`src/rtl/mmult_sched_pkg.sv`:
```
// Shared types and widths for the 3x3 matrix-multiply scheduler.
// Holds the FSM state enum and the default/derived operand widths.
package mmult_pkg;

    localparam int DW      = 8;
    localparam int CW      = 2 * DW + 2;
    localparam int MAT_A_W = 9 * DW;
    localparam int MAT_C_W = 9 * CW;

    typedef enum logic [1:0] {
        IDLE = 2'd0,
        RUN  = 2'd1,
        DONE = 2'd2
    } state_e;

endpackage

```
`src/rtl/mmult_sched_if.sv`:
```
// Requester-side bundle of the scheduler: job requests, operands,
// grant/done pulses and the shared result bus.
interface mmult_sched_if #(
    parameter int DW = 8,
    parameter int CW = 18
);
    logic [1:0]      req;
    logic [9*DW-1:0] a_in0;
    logic [9*DW-1:0] b_in0;
    logic [9*DW-1:0] a_in1;
    logic [9*DW-1:0] b_in1;
    logic [1:0]      gnt;
    logic [1:0]      done;
    logic            err;
    logic [9*CW-1:0] res;

    modport master (
        output req, a_in0, b_in0, a_in1, b_in1,
        input  gnt, done, err, res
    );

    modport slave (
        input  req, a_in0, b_in0, a_in1, b_in1,
        output gnt, done, err, res
    );
endinterface

```
`src/rtl/mmult_sched_rr_arb2.sv`:
```
// Two-way round-robin arbiter: combinational grant from req and the
// last-grant pointer; the pointer moves only when a grant is accepted.
module rr_arb2 (
    input  logic       clk,
    input  logic       reset_n,
    input  logic [1:0] req,
    input  logic       accept,
    output logic [1:0] gnt
);
    // last = 1 means requester 1 won most recently, so 0 wins a tie
    logic last;

    always_comb begin
        gnt = 2'b00;
        unique case (req)
            2'b01:   gnt = 2'b01;
            2'b10:   gnt = 2'b10;
            2'b11:   gnt = last ? 2'b01 : 2'b10;
            default: gnt = 2'b00;
        endcase
    end

    always_ff @(posedge clk or negedge reset_n) begin
        if (!reset_n) begin
            last <= 1'b1;
        end else if (accept && (gnt != 2'b00)) begin
            last <= gnt[1];
        end
    end
endmodule

```
`src/rtl/mmult_sched.sv`:
```
// Round-robin scheduler sharing one 3x3 matrix-multiply engine between two
// requesters. Optional RUN watchdog: define MMULT_SCHED_TIMEOUT_EN.
module mmult_sched
    import mmult_pkg::*;
#(
    parameter int DW      = mmult_pkg::DW,
    parameter int CW      = mmult_pkg::CW,
    parameter int TIMEOUT = 15
) (
    input  logic            clk,
    input  logic            reset_n,
    mmult_sched_if.slave    bus,
    output logic            eng_enable,
    output logic [9*DW-1:0] eng_a,
    output logic [9*DW-1:0] eng_b,
    input  logic            eng_valid,
    input  logic [9*CW-1:0] eng_c
);
    state_e          state;
    logic [1:0]      owner;
    logic [1:0]      arb_gnt;
    logic            accept;
    logic            tmo;
    logic [1:0]      gnt_q;
    logic [1:0]      done_q;
    logic            err_q;
    logic [9*CW-1:0] res_q;

    assign accept   = (state == IDLE) && (bus.req != 2'b00);
    assign bus.gnt  = gnt_q;
    assign bus.done = done_q;
    assign bus.err  = err_q;
    assign bus.res  = res_q;

    rr_arb2 u_arb (
        .clk     (clk),
        .reset_n (reset_n),
        .req     (bus.req),
        .accept  (accept),
        .gnt     (arb_gnt)
    );

`ifdef MMULT_SCHED_TIMEOUT_EN
    localparam int TW = $clog2(TIMEOUT + 1);
    logic [TW-1:0] tcnt;

    // Held at zero outside RUN, so it restarts on every entry to RUN
    always_ff @(posedge clk or negedge reset_n) begin
        if (!reset_n) begin
            tcnt <= '0;
        end else if (state != RUN) begin
            tcnt <= '0;
        end else begin
            tcnt <= tcnt + 1'b1;
        end
    end

    assign tmo = (state == RUN) && !eng_valid
              && (tcnt == TW'(TIMEOUT - 1));
`else
    assign tmo = (TIMEOUT < 0);
`endif

    always_ff @(posedge clk or negedge reset_n) begin
        if (!reset_n) begin
            state      <= IDLE;
            owner      <= 2'b00;
            gnt_q      <= 2'b00;
            done_q     <= 2'b00;
            err_q      <= 1'b0;
            res_q      <= '0;
            eng_enable <= 1'b0;
            eng_a      <= '0;
            eng_b      <= '0;
        end else begin
            gnt_q  <= 2'b00;
            done_q <= 2'b00;
            err_q  <= 1'b0;
            unique case (state)
                IDLE: begin
                    if (accept) begin
                        owner      <= arb_gnt;
                        gnt_q      <= arb_gnt;
                        eng_a      <= arb_gnt[1] ? bus.a_in1 : bus.a_in0;
                        eng_b      <= arb_gnt[1] ? bus.b_in1 : bus.b_in0;
                        eng_enable <= 1'b1;
                        state      <= RUN;
                    end
                end
                RUN: begin
                    if (eng_valid) begin
                        eng_enable <= 1'b0;
                        res_q      <= eng_c;
                        done_q     <= owner;
                        state      <= DONE;
                    end else if (tmo) begin
                        eng_enable <= 1'b0;
                        done_q     <= owner;
                        err_q      <= 1'b1;
                        state      <= DONE;
                    end
                end
                // Engine sees enable low here and drops back to its first row
                DONE: begin
                    state <= IDLE;
                end
                default: begin
                    state <= IDLE;
                end
            endcase
        end
    end
endmodule
```
`src/flat_wrapper.sv`:
```
// flat-port wrapper written by rule: the top's interface ports become plain ports
module mmult_sched_flat import mmult_pkg::*;
#(
    parameter int DW      = mmult_pkg::DW,
    parameter int CW      = mmult_pkg::CW,
    parameter int TIMEOUT = 15
)
  (clk, reset_n, eng_enable, eng_a, eng_b, eng_valid, eng_c, bus_req, bus_a_in0, bus_b_in0, bus_a_in1, bus_b_in1, bus_gnt, bus_done, bus_err, bus_res);
  mmult_sched_if #(.DW(DW), .CW(CW)) bus_i ();
  input  logic clk;
  input  logic reset_n;
  output logic eng_enable;
  output logic [9*DW-1:0] eng_a;
  output logic [9*DW-1:0] eng_b;
  input  logic eng_valid;
  input  logic [9*CW-1:0] eng_c;
  input wire logic [$bits(bus_i.req)-1:0] bus_req;
  input wire logic [$bits(bus_i.a_in0)-1:0] bus_a_in0;
  input wire logic [$bits(bus_i.b_in0)-1:0] bus_b_in0;
  input wire logic [$bits(bus_i.a_in1)-1:0] bus_a_in1;
  input wire logic [$bits(bus_i.b_in1)-1:0] bus_b_in1;
  output wire logic [$bits(bus_i.gnt)-1:0] bus_gnt;
  output wire logic [$bits(bus_i.done)-1:0] bus_done;
  output wire logic [$bits(bus_i.err)-1:0] bus_err;
  output wire logic [$bits(bus_i.res)-1:0] bus_res;
  assign bus_i.req = bus_req;
  assign bus_i.a_in0 = bus_a_in0;
  assign bus_i.b_in0 = bus_b_in0;
  assign bus_i.a_in1 = bus_a_in1;
  assign bus_i.b_in1 = bus_b_in1;
  assign bus_gnt = bus_i.gnt;
  assign bus_done = bus_i.done;
  assign bus_err = bus_i.err;
  assign bus_res = bus_i.res;
  mmult_sched #(.DW(DW), .CW(CW), .TIMEOUT(TIMEOUT)) u_core (.clk(clk), .reset_n(reset_n), .bus(bus_i), .eng_enable(eng_enable), .eng_a(eng_a), .eng_b(eng_b), .eng_valid(eng_valid), .eng_c(eng_c));
endmodule
```
`config.mk`:
```
export PLATFORM = sky130hd
export DESIGN_NAME = mmult_sched_flat
export DESIGN_NICKNAME = d
export VERILOG_FILES = /design/src/rtl/mmult_sched_pkg.sv /design/src/rtl/mmult_sched_if.sv /design/src/rtl/mmult_sched_rr_arb2.sv /design/src/rtl/mmult_sched.sv /design/src/flat_wrapper.sv
export SDC_FILE = /design/constraint.sdc
export NUM_CORES = 1
export LEC_CHECK = 0
export BUFFER_PORTS_ARGS = -buffer_cell sky130_fd_sc_hd__buf_2
export CAP_MARGIN = 20
export CORE_AREA = 4 4 298 300
export DETAILED_ROUTE_END_ITERATION = 8
export DIE_AREA = 0 0 302 304
export HOLD_SLACK_MARGIN = 0.06
export SETUP_SLACK_MARGIN = 0.4
export SLEW_MARGIN = 30
export SYNTH_ARGS = -nofsm -noshare
export SYNTH_HDL_FRONTEND = slang
export SYNTH_HIERARCHICAL = 1
export SYNTH_SLANG_ARGS = --single-unit
```
`constraint.sdc`:
```
create_clock -name clk -period 2.3 [get_ports clk]
set_input_delay 0.115 -clock clk [delete_from_list [all_inputs] [get_ports clk]]
set_output_delay 0.115 -clock clk [all_outputs]
set_load 0.02 [all_outputs]
```
* Word level (Yosys, flattened, before mapping)
Cells that the tools add are included.
** Cells by class
- Equal/unequal tests :: 6
- Multiplexer cells :: 14
- Reductions and logical operators :: 10
** Operators with widths (count)
- two-way mux 72 bit :: 2
- two-way mux 2 bit :: 7
- one-hot mux 2 bit (3 select lines) :: 1
- AND reduction 2 bit :: 3
- nonzero test 2 bit :: 3
- == test 2 x 1 -> 1 bit, second input constant :: 2
- == test 2 bit, second input constant :: 2
- != test 2 bit, second input constant :: 2
- one-hot mux 2 bit (2 select lines) :: 1
- AND reduction 3 bit :: 1
- logical AND 1 bit :: 2
- logical NOT 2 bit :: 1
- two-way mux 1 bit :: 2
- one-hot mux 1 bit (2 select lines) :: 1
** Word-level totals
- Flip-flop bits (word level) :: 316
- Output and inout bits :: 312
- Logic and storage cells :: 39

* Logic depth before layout (Yosys ltp)
Gate-level depths: netlist of run 1.
- Word-level depth :: 4
- Depth in mapped cells :: 7
- Gate-level depth less buffers :: 5

* Cells and area by module
Netlist of run 1, hierarchy kept.
** By module, submodules not included
- mmult_sched :: times used 1, cells each 832, area each 14047.2 um^2
- rr_arb2 :: times used 1, cells each 6, area each 56.3 um^2

* Worst setup path before layout of run 1
Ideal clock, no wire load.
- Path type :: register -> register
- From :: reg u_core.u_arb.last
- To :: reg u_core.eng_a[27]
- Setup time :: 125 ps
- Arrival :: 1636 ps
- Slack :: 539 ps
- Stages on the path, launching flop included :: 6
- Path buffers :: 2
- Clock period less this slack :: 1761 ps
- Path through :: dfstp_2 > a21boi_0 > buf_6 > buf_2 > mux2_2 > mux2_4
** On the way
- Word-level cells in the longest chain between the ends :: 3
** RTL lines
- start: declaration :: line mmult_sched_rr_arb2.sv:11 : logic last;
- start signal: assignment :: line mmult_sched_rr_arb2.sv:27 : last <= gnt[1];
- two-way mux 2 bit :: line mmult_sched_rr_arb2.sv:18 : 2'b11: gnt = last ? 2'b01 : 2'b10;
- one-hot mux 2 bit (3 select lines) :: line mmult_sched_rr_arb2.sv:15 : unique case (req)
- net u_core.arb_gnt[1] :: line mmult_sched.sv:21 : logic [1:0] arb_gnt;
- two-way mux 72 bit :: line mmult_sched.sv:84 : eng_a <= arb_gnt[1] ? bus.a_in1 : bus.a_in0;
- end signal: assignment :: line mmult_sched.sv:84
- end: declaration :: line mmult_sched.sv:14 : output logic [9*DW-1:0] eng_a,
The timed path passes the listed nets, and every way through them passes these cells.
A chain may end at the register's enable or synchronous reset.

* Worst setup path in the final report of run 1
- From :: reg u_core.u_arb.last
- To :: reg u_core.eng_a[48]
Same word-level chain as after synthesis.

==> impl_results.md, run 1 <==
- Final WL: 55.3 mm
- Max clock buf depth: 3
- Routed vias: 12100
- Initial core utilization: 16.4%
- Number of routed nets with antenna violations: 0
- Layout cell share with drive strength beyond 1: a little over three fifths
- Static Leak: ~12 nW
- Post-synth EDFFs: 0
- Fmax: between 500 and 600 MHz
- # H-tree levels: 2
- Setup Crit Path Kind: reg2reg
- CP startpoint kind: flop
- Final Hold Viols: 0
- Synthesized flop and latch total: 316
- Largest net degree at the start of global routing: between 60 and 70
- Post-synth top area cell: dfrtp_1
- Count leader, synth: mux2_2
- Gate count after technology mapping: ~840
- Adder-Cell Fraction of Synth Area: 0%
- CTS tree: yes
- YS warnings: 6
- Wirelength per Cell: roughly 17 microns
- Die Y: around 300 microns
- Site Rows: 108
- CTS root buf: clkbuf_16
- Worst VDD drop: 0.766 mV
- M2 GR Usage: 20.6%
- Power Dens Cells: 1230 nW/um^2
- Worst rel slew slack: 64.1%
- Design Area, Final: 25500 sq um
- CP max-delay cell: dfstp_2
- Syn-to-layout area delta: 80.9%
- Combinational family with the most area after synthesis: multiplexers
- Nets: 2567
- Yosys top cell area share: between 50 and 60%
- Vias in the first global route: roughly 14000
- Slew Viols, Final: 0
- Die area: 91800 sq um
- CTS Buf Count: 39
- First-pass GRT wire length: 81.4 mm
- Iter 0 DRT Violations: 368
- Post-DR vias/cell: 3.67
- Met3 usage: 3.15%
- # DRC: 0
- Worst-Skew Late Latency: 0.54 ns
- Die Width: 302 microns
- Max Cap Violations: 0
- Antenna violations before repair: 5
- Post-synth cell types: 23
- Sequential area share after synthesis: 56.1%
- Max incr delay on CP: 0.57 ns
- Crit path max fanout: 8
- Fin Clk Skew: 0.00755 ns
- Post-synthesis cell area: roughly 14000 sq um
- Hold Path Class: in2async
- DRT Pass-1 Iters: 4
- TritonCTS Sinks: 316
- Final Critical Period: 1.83 ns
- Area contributors post-synth: dfrtp_1, mux2_2, mux2_4, buf_12, buf_4
- Unrepaired setup endpoints after global routing: false
- Clk slew on worst S/H paths: around 0.060 ns
- Avg Cell Area, Syn: 16.8 sq um
- Tot GR Track Use: 11.2%
- Gr busiest metal: met2
- Tcrit/Tclk final: 79.4%
- Setup Viol. Count Final: 0
- WP data required: 2.73 ns
- Core Box Area: 86200 sq um
- Status: finished clean
- Compound-Gate Fraction of Synth Area: 0.337%
- Net Count, Synth: 1293
- Post-Synth Simple-Gate Area: less than 1%
- Async set or reset register ratio after synthesis: 100%
- Worst path cell trace: a21boi_4 -> buf_12 -> clkbuf_16 -> buf_4 -> mux2_2 -> mux2_4
- Post-synthesis mux area share: 39.5%
- Post-Synth XOR/XNOR Area: 0%
- CP Capture Type: flop
- Dpl hpwl: between 30 and 40 mm
- Top Ports: ~770
- Setup TNS: 0 ns
- Met1 GRT Util: 11.4%
- Input/output buffers: 765
- Synth cell count leaders: mux2_2, dfrtp_1, mux2_4
- Total gr overflow: 0
- Worst-Margin Slew: 0.538 ns
- Gpl congestion: 0.805
- CP arrival: roughly 2.3 ns
- Top_reg_cell synth: dfrtp_1
- Placed inst area: 19500 sq um
==> power by group <==
part           internal [mW]  switching [mW]  total, mW  leakage, nW
combinational           7.22            7.80       15.0         7.69
sequential              8.44            1.57       10.0         3.71
clock                   3.94            2.45       6.40        0.671
total                   19.6            11.8       31.4         12.1
==> flip-flops by register name (all words and copies together), names as in the netlist <==
signal,count
u_core/bus.gnt,2
u_core/owner,2
u_core/bus.done,2
u_core/eng_b,72
u_core/u_arb/last,1
u_core/eng_a,72
u_core/bus.res,162
u_core/state,2
u_core/eng_enable,1
==> placed cells by master, fill, tap and decap left out, types with 3 or more instances in the layout <==
cell	count
dlygate4sd3_1	455
and2_1	4
buf_4	48
mux2_2	324
bufinv_16	4
clkbuf_8	10
buf_12	11
dfrtp_1	315
clkinv_2	8
mux2_4	127
clkbuf_16	44
diode_2	3
buf_2	764
==> per-stage QoR <==
stage	total power [mW]	util (%)	setup slack [ns]	instances	hold slack (ns)
floorplan	19.4	-	0.539	838	-0.181
global placement	24.1	22.6	0.447	2765	0.101
detailed placement	24.3	22.6	0.421	2765	0.106
CTS	31.6	29.4	0.406	3288	0.0848
global route	33.1	29.6	0.441	3296	0.145
finish	31.4	29.6	0.475	3297	0.113
==> cells by family after synthesis <==
| family | after synthesis |
|---|---|
| muxes | 452 |
| DFF | 316 |
| buffers and inverters | 54 |
| and+or+nand+nor | 9 |
| AOI/OAI and AO/OA | 6 |
| other | 1 |
==> per-layer routing <==
layer  routed length (microns)  share of wire [%]  vias up
li1                          -                  -     5539
met1                     20000                 36     5802
met2                     28000                 51      593
met3                      4270                7.7      173
met4                      3000                5.4        0
met5                         0                  0        -
==> layout make-up <==
type                    count  area [sq um]
fillers                  8613         60700
inverters                   3          18.8
well taps                1155          1450
flip-flops and latches    316          7910
clock inverters            16           201
repair buffers           1284          9100
clock buffers              52          1150
diodes                      3          7.51
multi-input cells         468          5680
==> critical path: cells and delay by family, from the launching register on <==
kind            cells  cell delay, ns
compound gates      1            0.07
buf+inv             3            0.50
flops               1            0.57
mux                 2            0.56
==> worst paths after layout <==
path	cells past startpoint	from	endpoint	slack, ns
worst max-delay path	6	u_core/u_arb/last	u_core/eng_a[48]	0.47
worst min-delay path	2	reset_n	u_core/bus.res[73]	0.11
max in group asynchronous	3	reset_n	u_core/bus.res[40]	1.36
worst max register to register	6	u_core/u_arb/last	u_core/eng_a[48]	0.47
min in group clk	3	eng_c[108]	u_core/bus.res[108]	0.33
worst min register to register	2	u_core/eng_enable	u_core/eng_enable	0.49
==> timing repair <==
item	CTS	global route
gates resized for setup	0	1
hold buffers	455	0
hold endpoints to repair	580	0
setup endpoints to repair	0	37
buffers inserted	0	2
Power figures use the tool's default switching activity.
==> run 2: changes to the inputs <==
--- a/config.mk
+++ b/config.mk
@@ -5,11 +5,12 @@
 export SDC_FILE = /design/constraint.sdc
 export NUM_CORES = 1
 export LEC_CHECK = 0
+export ABC_AREA = 1
 export BUFFER_PORTS_ARGS = -buffer_cell sky130_fd_sc_hd__buf_2
 export CAP_MARGIN = 20
-export CORE_AREA = 4 4 298 300
+export CORE_AREA = 4 4 295 297
 export DETAILED_ROUTE_END_ITERATION = 8
-export DIE_AREA = 0 0 302 304
+export DIE_AREA = 0 0 299 301
 export HOLD_SLACK_MARGIN = 0.06
 export SETUP_SLACK_MARGIN = 0.4
 export SLEW_MARGIN = 30
==> constraint.sdc (replaced) <==
create_clock -name clk -period 1.5 [get_ports clk]
set_input_delay 0.075 -clock clk [delete_from_list [all_inputs] [get_ports clk]]
set_output_delay 0.075 -clock clk [all_outputs]
set_load 0.02 [all_outputs]
==> run 2 against run 1 <==
Largest cell class unchanged. Flip-flop and latch count did not move. Die area fell by 2.0%. Setup slack got worse by 0.57 ns. Worst hold slack got worse by 0.24 ns. Design area rose by 1.9%. Highest routed layer is now met5. Sequential share of layout area fell by 0.58 points. Clock skew rose by 0.0055 ns. Cell count rose by 29%. The flow now finishes with violations (hold timing, setup timing). Utilization rose by 1.1 points. Synthesized cell count rose by 120%. Fmax rose by 14%. First-iteration DRC count rose to 3.4 times the previous value. Largest power group unchanged.
==> impl_results.md, run 2 <==
- Most common cell after layout, fill and taps aside: nand2_1
- Number of routed nets with antenna violations: 0 (unchanged)
- Status: complete, but fails checks
- WP data required: 1.98 ns (-0.75 ns)
- Gpl congestion: 0.904 (+12%)
- Synthesized flop and latch total: 316 (unchanged)
- Antenna violations before repair: 4 (-1)
- Wirelength per Cell: 16.3 microns (-2.9%)
- Most common cell on crit path: nand2_1
- Clk slew on worst S/H paths: 0.06 ns (about the same)
- Max reg flops: 162 (unchanged)
- Final Critical Period: 1.60 ns (-0.226 ns)
- Async set or reset register ratio after synthesis: 100% (unchanged)
- Gate count after technology mapping: 1802 (+120%)
- Post-DR vias/cell: 4.01 (+9.2%)
- Tot GR Track Use: 14.3% (+3.0 points)
- Site Rows: 107 (-0.93%)
- Post-synth cell types: 17 (-26%)
- Nets: 3520 (+37%)
- Logic pwr share: 48.1% (+0.3 points)
- Setup ws final: -0.0990 ns (-0.574 ns)
- Initial core utilization: 16.3% (-0.076 points)
- Die Width: 299 microns (-0.99%)
- Post-synth EDFFs: 0 (unchanged)
- Net Count, Synth: 2257 (+75%)
- Part of the power in the clock network: 20.0% (-0.4 points)
- Worst path cell trace: nand2_2 -> and2_4 -> inv_8 -> buf_12 -> buf_12 -> buf_8 -> nand2_2 -> nand2_1 -> nand2_1 -> nand2_1
- Top Ports: 767 (unchanged)
- Area contributors post-synth: dfrtp_1, nand2_1, buf_4, buf_2, buf_6
- CTS root buf: clkbuf_16
- CP max-delay cell: dfstp_2
- Routed vias: 17000 (+41%)
- CP startpoint kind: flop
- Flop pwr share: 31.9% (about the same)
- Post-synth top area cell: dfrtp_1
- Count leader, synth: nand2_1
- Max incr delay on CP: 0.53 ns (-0.04 ns)
- Largest net degree at the start of global routing: 85 (+33%)
- Hold Path Class: in2reg
- Die area: 90000 sq um (-2.0%)
- Worst-Margin Slew: 0.757 ns (+0.219 ns)
- # DRC: 0 (unchanged)
- Vias in the first global route: 18000 (+28%)
- Slew Viols, Final: 0 (unchanged)
- Tcrit/Tclk final: 107% (+27 points)
- Crit path max fanout: 7 (-1)
- Total gr overflow: 0 (unchanged)
- Final Non-Filler Cells: 4242 (+29%)
- Worst-Skew Late Latency: 0.56 ns (+0.02 ns)
- Commonest non-fill, non-tap cells in the layout: nand2_1, buf_2, dlygate4sd3_1, dfrtp_1, nand2_2
- CTS tree: yes
- WHS: -0.131 ns (-0.244 ns)
- Internal power: 25.9 mW (+32%)
- Setup Viol. Count Final: 104 (+104)
- Switching power: 20.5 mW (+73%)
- Dpl hpwl: 44.9 mm (+25%)
- First-pass GRT wire length: 101 mm (+24%)
- CP Capture Type: flop
- Net Sw Frac: 44.2% (+6.6 points)
- Failing checks: hold timing, setup timing
- Final WL: 69.1 mm (+25%)
- Max clock buf depth: 3 (unchanged)
- Setup TNS: -3.66 ns (-3.66 ns)
- Fmax: 625 MHz (+14%)
- Die Y: 301 microns (-0.99%)
- CP arrival: 2.08 ns (-0.17 ns)
- Power Dens Cells: 1780 nW/um^2 (+45%)
- Fillers: 8645 (+0.37%)
- Core Box Area: 84600 sq um (-1.9%)
- Top_reg_cell synth: dfrtp_1
- Unrepaired setup endpoints after global routing: true
- Sequential area share after synthesis: 57.4% (+1.3 points)
- CTS Buf Count: 38 (-2.6%)
- Yosys top cell area share: 57.2% (+1.3 points)
- Worst VDD drop: 0.756 mV (-1.2%)
- Avg Cell Area, Syn: 7.65 sq um (-55%)
- Synth cell count leaders: nand2_1, dfrtp_1, buf_2
- YS warnings: 6 (unchanged)
- Input/output buffers: 765 (unchanged)
- Setup Crit Path Kind: reg2reg
- Static Leak: 14.5 nW (+20%)
- Final Hold Viols: 1 (+1)
- Layout cell share with drive strength beyond 1: 33.8% (-29 points)
- Worst rel slew slack: 49.4% (-15 points)
- Iter 0 DRT Violations: 1234 (+240%)
- Fin Clk Skew: 0.0130 ns (+0.00546 ns)
- Syn-to-layout area delta: 88.8%
- TritonCTS Sinks: 316 (unchanged)
- Post-synthesis cell area: 13800 sq um (-2.3%)
- # H-tree levels: 2 (unchanged)
- Max Cap Violations: 0 (unchanged)
- Cts hold-fix bufs: 455 (unchanged)
- Dpl cells: 3700 (+34%)
- DRT Pass-1 Iters: 8 (+4)
[run 2: changes by cell type in the layout (fill, tap and decap cells not counted), sizes merged, moves of 3 or more]
cell / delta
nor2: +6
clkinv: -3
mux2: -452
nand3: +4
buf: +37
nand2: +1363
inv: +7
and2: -3
[run 2: kinds of logic after synthesis]
| family | Yosys count | synth area share [%] |
|---|---|---|
| DFF | 316 | 57.4 |
| buffers and inverters | 106 | 4.83 |
| and+or+nand+nor | 1377 | 37.7 |
| AOI/OAI and AO/OA | 2 | 0.0727 |
| other | 1 | 0.0272 |
[run 2: area by class of cell]
| cell class | instances | area (sq um) | share of cell area, % |
|---|---|---|---|
| diodes | 5 | 12.5 | 0.0481 |
| multi-input cells | 1380 | 5600 | 21.5 |
| repair buffers | 1321 | 9770 | 37.6 |
| well taps | 1144 | 1430 | 5.50 |
| inverters | 8 | 40.0 | 0.154 |
| clock inverters | 14 | 170 | 0.654 |
| clock buffers | 54 | 1070 | 4.12 |
| flip-flops and latches | 316 | 7910 | 30.4 |
[run 2: final timing paths]
check / slack (ns) / depth (start not counted) / endpoint / start
min in group asynchronous: 0.20 / 3 / u_core/eng_a[16] / reset_n
setup reg to reg: -0.1 / 10 / u_core/eng_a[58] / u_core/u_arb/last
hold / removal: -0.13 / 4 / u_core/u_arb/last / bus_req[0]
max in group asynchronous: 0.16 / 3 / u_core/eng_a[15] / reset_n
setup / recovery: -0.1 / 10 / u_core/eng_a[58] / u_core/u_arb/last
hold reg to reg: 0.47 / 2 / u_core/bus.res[147] / u_core/bus.res[147]
[run 2: routing by layer]
layer	up-vias	part of all wire (%)	routed length [microns]	GRT usage (%)
met5	-	0.019	13	0
met3	240	10	7020	4.78
met4	2	5.3	3670	7.91
met1	7793	38	26000	16.2
li1	7921	-	-	-
met2	1056	47	32400	23.7
[run 2: per-stage QoR]
step                hold slack (ns)  instance area, sq um  worst slack [ns]  utilization, %  power [mW]
finish                       -0.131                 26000           -0.0990            30.7        46.3
global route                 -0.137                 26000            -0.171            30.7        49.4
CTS                          -0.208                 25500           -0.0771            30.1        46.1
detailed placement          -0.0365                 19400           -0.0578            22.9        35.1
global placement            -0.0345                 19400           -0.0309            22.9        34.9
floorplan                    -0.221                 13900             0.115               -        26.5
[run 2: timing repair]
action,in CTS,in global routing
gates resized for setup,60,118
setup buffers,6,1
endpoints found under the setup margin,625,640
pin swaps,34,89
endpoints found under the hold margin,629,3
gates cloned,3,4
[run 2: power groups by stage]
stage	Sequential [mW]	Combinational, mW	Clock (mW)
4_1_cts	14.8	21.7	9.67
3_3_place_gp	14.8	20.1	0
2_1_floorplan	19.5	7.00	0
5_1_grt	15.3	24.1	9.99
3_5_place_dp	14.8	20.3	0
6_report	14.8	22.3	9.27
[run 2: worst max-delay path, delay by kind of cell, from the launching register on]
family	cells	cell delay, ns
buf+inv	4	0.50
flops	1	0.53
simple gates	6	0.49
